<file path="src/rtl/button_debounce.sv">
// rtl/button_debounce.sv - push-button conditioner: sync, polarity, debounce, edge pulses, sticky press flags
// Each channel is independent; a new synchronised level is accepted after DB_CYCLES stable cycles.

module button_debounce #(
  parameter int WIDTH      = 2,
  parameter int DB_CYCLES  = 50000,
  parameter bit ACTIVE_LOW = 1'b1
) (
  input  logic             i_clk,
  input  logic             i_reset,
  input  logic [WIDTH-1:0] i_btn_raw,
  input  logic [WIDTH-1:0] i_ev_clr,
  output logic [WIDTH-1:0] o_level,
  output logic [WIDTH-1:0] o_rise,
  output logic [WIDTH-1:0] o_fall,
  output logic [WIDTH-1:0] o_event
);

  localparam int            CW      = $clog2(DB_CYCLES + 1);
  localparam logic [CW-1:0] CNT_MAX = CW'(DB_CYCLES - 1);

  logic [WIDTH-1:0] w_norm;
  logic [WIDTH-1:0] w_accept;
  logic [WIDTH-1:0] w_rise_next;
  logic [WIDTH-1:0] w_fall_next;

  logic [WIDTH-1:0] r_s0;
  logic [WIDTH-1:0] r_s1;
  logic [WIDTH-1:0] r_level;
  logic [WIDTH-1:0] r_rise;
  logic [WIDTH-1:0] r_fall;
  logic [WIDTH-1:0] r_event;

  // pressed reads as 1 after normalisation
  assign w_norm = i_btn_raw ^ {WIDTH{ACTIVE_LOW}};

  for (genvar g = 0; g < WIDTH; g++) begin : g_ch
    logic [CW-1:0] r_cnt;

    assign w_accept[g] = (r_s1[g] != r_level[g]) && (r_cnt == CNT_MAX);

    // any agreement with the current level restarts the stability count
    always_ff @(posedge i_clk) begin
      if (i_reset) begin
        r_cnt <= '0;
      end else if (r_s1[g] == r_level[g]) begin
        r_cnt <= '0;
      end else if (r_cnt == CNT_MAX) begin
        r_cnt <= '0;
      end else begin
        r_cnt <= r_cnt + CW'(1);
      end
    end
  end

  assign w_rise_next = w_accept & r_s1;
  assign w_fall_next = w_accept & ~r_s1;

  always_ff @(posedge i_clk) begin
    if (i_reset) begin
      r_s0    <= '0;
      r_s1    <= '0;
      r_level <= '0;
      r_rise  <= '0;
      r_fall  <= '0;
      r_event <= '0;
    end else begin
      r_s0    <= w_norm;
      r_s1    <= r_s0;
      r_level <= r_level ^ w_accept;
      r_rise  <= w_rise_next;
      r_fall  <= w_fall_next;
      // a new press wins over a clear arriving on the same edge
      r_event <= w_rise_next | (r_event & ~i_ev_clr);
    end
  end

  assign o_level = r_level;
  assign o_rise  = r_rise;
  assign o_fall  = r_fall;
  assign o_event = r_event;

endmodule
</file>
<file path="config.mk">
export PLATFORM = sky130hd
export DESIGN_NAME = button_debounce
export DESIGN_NICKNAME = d
export VERILOG_FILES = /design/src/rtl/button_debounce.sv
export SDC_FILE = /design/constraint.sdc
export NUM_CORES = 1
export LEC_CHECK = 0
export BUFFER_PORTS_ARGS = -buffer_cell sky130_fd_sc_hd__buf_4
export CAP_MARGIN = 40
export CORE_MARGIN = 1
export CORE_UTILIZATION = 35
export CTS_CLUSTER_SIZE = 24
export DETAILED_ROUTE_END_ITERATION = 7
export PLACE_DENSITY = 0.53
export SETUP_SLACK_MARGIN = 0.1
export SYNTH_ARGS = -nofsm -noshare
export SYNTH_HDL_FRONTEND = slang
export SYNTH_SLANG_ARGS = --single-unit
</file>
<file path="constraint.sdc">
create_clock -name i_clk -period 3.6 [get_ports i_clk]
set_input_delay 0.18 -clock i_clk [delete_from_list [all_inputs] [get_ports i_clk]]
set_output_delay 0.18 -clock i_clk [all_outputs]
set_load 0.01 [all_outputs]
</file>
# Word level (Yosys, flattened, before mapping)
# Cells that the tools add are included.
op_classes:
  eq_ne: 6
  bitwise_logic: 8
  n_reduce_logical: 4
  n_addsub: 2
ops:
  columns: ["operator", "n"]
  rows:
  - ["16-bit by 1-bit adder with 16-bit output, second input constant", 2]
  - ["16-bit equality test, second input constant", 2]
  - ["2-bit bitwise AND", 3]
  - ["2-bit inverter", 3]
  - ["3-bit OR reduction", 2]
  - ["1-bit equality test", 2]
  - ["1-bit logical AND", 2]
  - ["1-bit inequality test", 2]
  - ["2-bit bitwise OR", 1]
  - ["2-bit XOR", 1]
totals:
  inputBits: 6
  reg_bits: 44
  word_cells: 28

# Depth between registers and ports, before layout
# Gate-level depths: netlist of run 1.
depth:
  depth_word: 4
  depth_mapped: 7
  depth_no_buf: 5

# Least setup slack after synthesis of run 1
# No wires, ideal clock.
synth_path:
  path_kind: "flip-flop to flip-flop"
  startpoint: "register g_ch[0].r_cnt[11]"
  endpoint: "register g_ch[0].r_cnt[10]"
  slack_ps: 1858
  required_time_ps: 3485
  t_arrival_ps: 1628
  period_less_slack_ps: 1742
  stages_incl_launch_ff: 7
  path_cell_list: "dfxtp_1 > or4b_4 > nor4_4 > or2_1 > buf_6 > buf_8 > nor2_1"
synth_via:
  elab_chain_len: 2
synth_lines:
  columns: ["item", "line", "rtl"]
  rows:
  - ["start, declared", "38", "logic [CW-1:0] r_cnt;"]
  - ["start signal, assigned", "51", "r_cnt <= r_cnt + CW'(1);"]
  - ["16-bit equality test", "48", "end else if (r_cnt == CNT_MAX) begin"]
  - ["3-bit OR reduction (no line)", null, null]
# Every way passes these cells.
# A chain may end at the register's enable or synchronous reset.

# Final worst setup path of run 1
layout_path:
  startpoint: "register g_ch[0].r_cnt[0]"
  endpoint: "register g_ch[0].r_cnt[4]"
layout_via:
  elab_chain_len: 2
layout_lines:
  columns: ["item"]
  rows:
  - ["parallel branches: the longest is 2 deep, another holds 16-bit by 1-bit adder with 16-bit output"]
# Parallel ways; which one is timed is not known.

==> summary.txt, run 1 <==
Worst setup path
  • Worst setup path start: g_ch[0].r_cnt[0]
  • Arr. time, crit path: 2.16 ns
  • Setup crit start kind: flip-flop
  • Crit Path Max Fanout: 15
  • R2R Path Start: g_ch[0].r_cnt[0]
  • Cells along the critical path: ha_1, nand3_1, nor4_4, or2_1, nor2_1
  • Largest stage delay, worst path: 0.47 ns
  • Setup crit end kind: flip-flop
  • Bufs and invs on worst path: 0
  • Slowest cell on crit path: or2_1
  • Crit Path Class: reg -> reg
  • CP delay by family, top: simple AND/OR/NAND/NOR gates
  • CP required: 3.77 ns

Run
  • Max-cap violations: 0

Synth
  • Dominant synthesized flop cell: dfxtp_1
  • Syn Std Cell Area: 1810 sq um
  • Mapped Nets: 202
  • Number of synthesized flops with an enable pin: 0
  • Asr flop ratio synth: 0%
  • Synth warn: 0
  • Post-Synthesis Cells: 194
  • Syn_area_per_cell: 9.31 sq um
  • Synth unique cells: 30
  • Synth Register Bits: 44
  • Register area share after synthesis: 48.8%

CTS
  • Clock buffer depth: 2
  • Worst-Skew Late Latency: 0.30 ns
  • Clock root buffer: clkbuf_8
  • CTS tree: yes
  • Hold_buf cts: 0
  • H-tree lvl count: 2
  • Post-CTS resize count: 0
  • Post-CTS Repair Setup Buffers: 0
  • CTS sink count: 44
  • Num CTS Buffers: 5
  • Clk slew on worst S/H paths: 0.08 ns

Worst hold path
  • Hold path start: i_btn_raw[1]
  • Hold WC Path Type: in -> reg

Global route
  • Gr usage total: 13.6%
  • Largest net degree at the start of global routing: 16
  • Vias in the first global route: 1,277
  • Total grt overflow: 0
  • First-pass GRT wire length: 5.46 mm
  • Initial antenna violation count: 0

Final layout
  • Nets: 218
  • ANT cells: 0
  • Commonest non-fill, non-tap cell in the layout: dfxtp_1
  • Final Core Density: 42.2%
  • Syn-to-layout area delta: 13.3%
  • Most frequent cells in the layout: 44 x dfxtp_1, 42 x nor2_1, 24 x xnor2_1, 13 x buf_4, 10 x nor4_1
  • Share of layout cells above drive strength 1: 11.4%

Placement
  • DP HPWL: 2.11 mm
  • Port Buffers: 13
  • Gpl congestion: 0.734
  • Place WS: 1.57 ns

Pwr
  • Max VDD drop: 0.000182 V
  • Leak pwr: 0.636 nW
  • Power Density: 400 nW/um^2
  • Design Power: 819 uW

Floorplanning
  • Initial Util: 37.3%
  • Site Rows: 25
  • Die area: 5450 sq um
  • DIE WIDTH: 73.8 um
  • Chip height: 73.8 um
  • Ports: 14
  • Core area: 4850 sq um

Routing
  • Routed len/inst: 11.0 um
  • DRC viols: 0
  • Post-Route WL: 3.05 mm
  • Via Count: 1,290
  • DR iter-0 viols: 30
  • DR pass1 iterations: 6
  • Vias/cell: 4.64
  • Routed Antenna Nets: 0

STA
  • TNS Setup: 0 ns
  • Slew HR: 67.5%
  • Max Slew Vio Count: 0
  • RSZ-0062 raised after global routing: no
  • Worst setup margin: 1.61 ns
  • Worst-Margin Slew: 0.488 ns
  • Worst Skew: 0.00301 ns
  • Final hold violations: 0
  • Upper clock frequency limit: 504 MHz
  • Setup-failing EPs final: 0
  • Hold slack: 0.0214 ns
  • Min Tclk post-route: 1.99 ns
  • Tcrit/Tclk final: 55.2%

Outcome
  • Outcome: finished, final reports clean
-- per-stage QoR --
stage	cell area (sq um)	instances
after floorplan	1810	194
after global placement	1950	270
after detailed placement	1950	270
after CTS	2050	278
after global routing	2050	278
final	2050	278
-- routing by layer --
layer | vias to the layer above | global-route usage, % | wire (um)
met2 | 13 | 21.8 | 1380
met1 | 578 | 15.8 | 1500
met4 | 0 | 8.97 | 85
li1 | 692 | - | -
met5 | - | 0 | 0
met3 | 7 | 3.70 | 89
-- flip-flops by register name (all words and copies together) (netlist names), named ones only --
| signal | count |
|---|---|
| o_rise | 2 |
| g_ch.r_cnt | 32 |
| r_s0 | 2 |
| r_s1 | 2 |
| o_fall | 2 |
| o_event | 2 |
-- synth_stat cells, types with 2 or more instances --
library cell,n,share of area [%]
inv_1,4,0.83
nor2b_1,2,0.69
a21oi_1,2,0.55
nor4bb_1,2,1.1
nand2_1,9,1.9
nand3_1,8,2.2
nor2_1,42,8.7
nand4_1,9,3.1
clkbuf_1,2,0.42
xnor2_1,24,12
and3_1,2,0.69
nand2b_1,5,1.7
nor4_1,10,3.5
dfxtp_1,44,49
ha_1,2,1.4
xor2_1,5,2.4
mux2i_1,2,1.1
nor3_1,8,2.2
-- power by group --
group | internal, mW | total [mW] | leakage, nW | switching [mW]
clock network | 0.153 | 0.316 | 0.0510 | 0.163
logic | 0.00605 | 0.0126 | 0.230 | 0.00659
registers | 0.489 | 0.491 | 0.355 | 0.00174
-- path summary, 6_finish.rpt --
check,to,slack [ns],cells after the start
min,r_s0[1],0.02,2
max reg2reg,g_ch[0].r_cnt[4],1.61,5
max,g_ch[0].r_cnt[4],1.61,5
min reg2reg,r_s1[1],0.44,1
-- layout make-up --
| class | instances | area, sq um |
|---|---|---|
| clock buffer | 6 | 82.6 |
| sequential | 44 | 881 |
| timing repair buffer | 13 | 97.6 |
| clock inverter | 2 | 10.0 |
| inverter | 4 | 15.0 |
| tap | 67 | 83.8 |
| multi-input combinational | 142 | 877 |
| fill | 503 | 2800 |
-- worst register-to-register path, delay by kind of cell (launching register included) --
family | cells | cell delay, ns
simple gates | 4 | 1.27
fa+ha+maj | 1 | 0.20
flops | 1 | 0.39
-- kinds of logic after synthesis --
kind of cell / synth area share, %
AND/OR/NAND/NOR: 31.0
AO/OA/AOI/OAI: 0.970
flip-flops: 48.8
XOR/XNOR: 14.1
adder cells (fa/ha/maj): 1.38
multiplexers: 1.11
buffers and inverters: 2.70
Power figures use the tool's default switching activity.
==> run 2, diff against run 1 <==
--- a/config.mk
+++ b/config.mk
@@ -11,7 +11,7 @@
 export CORE_UTILIZATION = 35
 export CTS_CLUSTER_SIZE = 24
 export DETAILED_ROUTE_END_ITERATION = 7
-export PLACE_DENSITY = 0.53
+export PLACE_DENSITY = 0.55
 export SETUP_SLACK_MARGIN = 0.1
 export SYNTH_ARGS = -nofsm -noshare
 export SYNTH_HDL_FRONTEND = slang
==> constraint.sdc (replaced) <==
create_clock -name i_clk -period 1.72 [get_ports i_clk]
set_input_delay 0.086 -clock i_clk [delete_from_list [all_inputs] [get_ports i_clk]]
set_output_delay 0.086 -clock i_clk [all_outputs]
set_load 0.01 [all_outputs]
==> summary.txt, run 2 (same netlist as run 1, synthesis figures left out) <==
Outcome
  • Outcome: finished, final reports clean

Worst setup path
  • Setup crit end kind: flip-flop
  • Setup crit start kind: flip-flop
  • Crit Path Max Fanout: 9
  • Crit Path Class: reg -> reg
  • CP required: 1.91 ns
  • Arr. time, crit path: 1.77 ns

Placement
  • Port Buffers: 13
  • DP Area: 2080 sq um
  • DP HPWL: 2.23 mm
  • Gpl congestion: 0.776

Routing
  • Post-Route WL: 3.20 mm
  • Routed len/inst: 10.8 um
  • DR iter-0 viols: 59
  • Via Count: 1,361
  • DRC viols: 0
  • DR pass1 iterations: 4
  • Vias/cell: 4.60
  • Routed Antenna Nets: 0

CTS
  • Clock root buffer: clkbuf_8
  • Worst-Skew Late Latency: 0.29 ns
  • Clk slew on worst S/H paths: 0.08 ns
  • H-tree lvl count: 2
  • CTS tree: yes
  • CTS sink count: 44
  • Num CTS Buffers: 5
  • Clock buffer depth: 2

Final layout
  • Syn-to-layout area delta: 25.0%
  • Multi-input logic area: 920 sq um
  • Commonest non-fill, non-tap cell in the layout: nor2_1
  • Nets: 236
  • Most frequent cells in the layout: 39 x nor2_1, 38 x dfxtp_1, 26 x buf_4, 24 x xnor2_1
  • Register area: 893 sq um
  • Design area: 2260 sq um
  • Largest register FFs: 32
  • Largest register by flop count: g_ch.r_cnt
  • Share of layout cells above drive strength 1: 24.0%
  • Fill cells: 456
  • ANT cells: 0

Pwr
  • Max VDD drop: 0.000519 V
  • Leak pwr: 0.723 nW
  • Power Density: 763 nW/um^2

Floorplanning
  • Ports: 14
  • Site Rows: 25
  • Initial Util: 37.3%
  • DIE WIDTH: 73.8 um
  • Core area: 4850 sq um
  • Chip height: 73.8 um
  • Die area: 5450 sq um

STA
  • Tcrit/Tclk final: 91.8%
  • Max Slew Vio Count: 0
  • Upper clock frequency limit: 634 MHz
  • Worst Skew: 0.00467 ns
  • Min Tclk post-route: 1.58 ns
  • TNS Setup: 0 ns
  • Final hold violations: 0
  • Slew HR: 74.7%
  • RSZ-0062 raised after global routing: yes
  • Setup-failing EPs final: 0
  • Worst-Margin Slew: 0.375 ns

Global route
  • Gr usage total: 12.9%
  • Total grt overflow: 0
  • Largest net degree at the start of global routing: 15
  • Vias in the first global route: 1,200
  • First-pass GRT wire length: 5.33 mm
  • Initial antenna violation count: 0

Run
  • Max-cap violations: 0

Worst hold path
  • Hold WC Path Type: in -> reg
-- run 2: layout make-up --
type	instances	share of cell area (%)
clock buffers	6	3.66
clock inverters	2	0.665
inverters	4	0.665
multi-input cells	142	40.7
flip-flops and latches	44	39.6
well taps	67	3.71
repair buffers	31	11.0
-- run 2: power breakdown --
group          switching, mW  internal (mW)
registers            0.00351           1.02
clock network          0.340          0.325
logic                 0.0156         0.0193
total                  0.359           1.36
-- run 2: path summary, 6_finish.rpt --
path	start	endpoint	slack (ns)	depth (start not counted)
worst max-delay path	g_ch[0].r_cnt[12]	g_ch[0].r_cnt[15]	0.14	5
worst min-delay path	i_reset	r_s0[0]	0.05	2
worst max register to register	g_ch[0].r_cnt[12]	g_ch[0].r_cnt[15]	0.14	5
worst min register to register	g_ch[1].r_cnt[0]	g_ch[1].r_cnt[0]	0.42	1
-- run 2: metal layers --
metal  wire (um)  vias to the layer above  track usage (%)  share of wire (%)
li1            -                      733                -                  -
met1        1680                      605             17.5                 53
met2        1370                       21             19.4                 43
met3         128                        2             4.25                4.0
met4          12                        0             3.85               0.38
met5           0                        -                0                  0
-- run 2: timing repair --
item / CTS / global route
setup endpoints to repair: 1 / 33
buffers inserted: 0 / 1
resized for setup: 2 / 17
hold buffers: 2 / 0
endpoints found under the hold margin: 2 / 0
pin swaps: 0 / 3
-- run 2: per-stage QoR --
step / cells / util [%] / hold slack (ns) / worst slack [ns] / total power, mW
CTS: 295 / 45.3 / 0.0325 / 0.113 / 1.76
global placement: 285 / 42.8 / 0.237 / 0.133 / 1.08
detailed placement: 285 / 42.8 / 0.243 / 0.0982 / 1.08
floorplan: 194 / - / 0.153 / 0.0722 / 1.07
finish: 296 / 46.6 / 0.0475 / 0.142 / 1.72
global route: 296 / 46.6 / 0.0441 / 0.0573 / 1.80
-- run 2: critical path: stages, from the launching register on --
cell	delay, ns
dfxtp_4	0.34
or4b_4	0.53
nor4_4	0.23
or2_1	0.19
buf_6	0.15
nor2_1	0.05
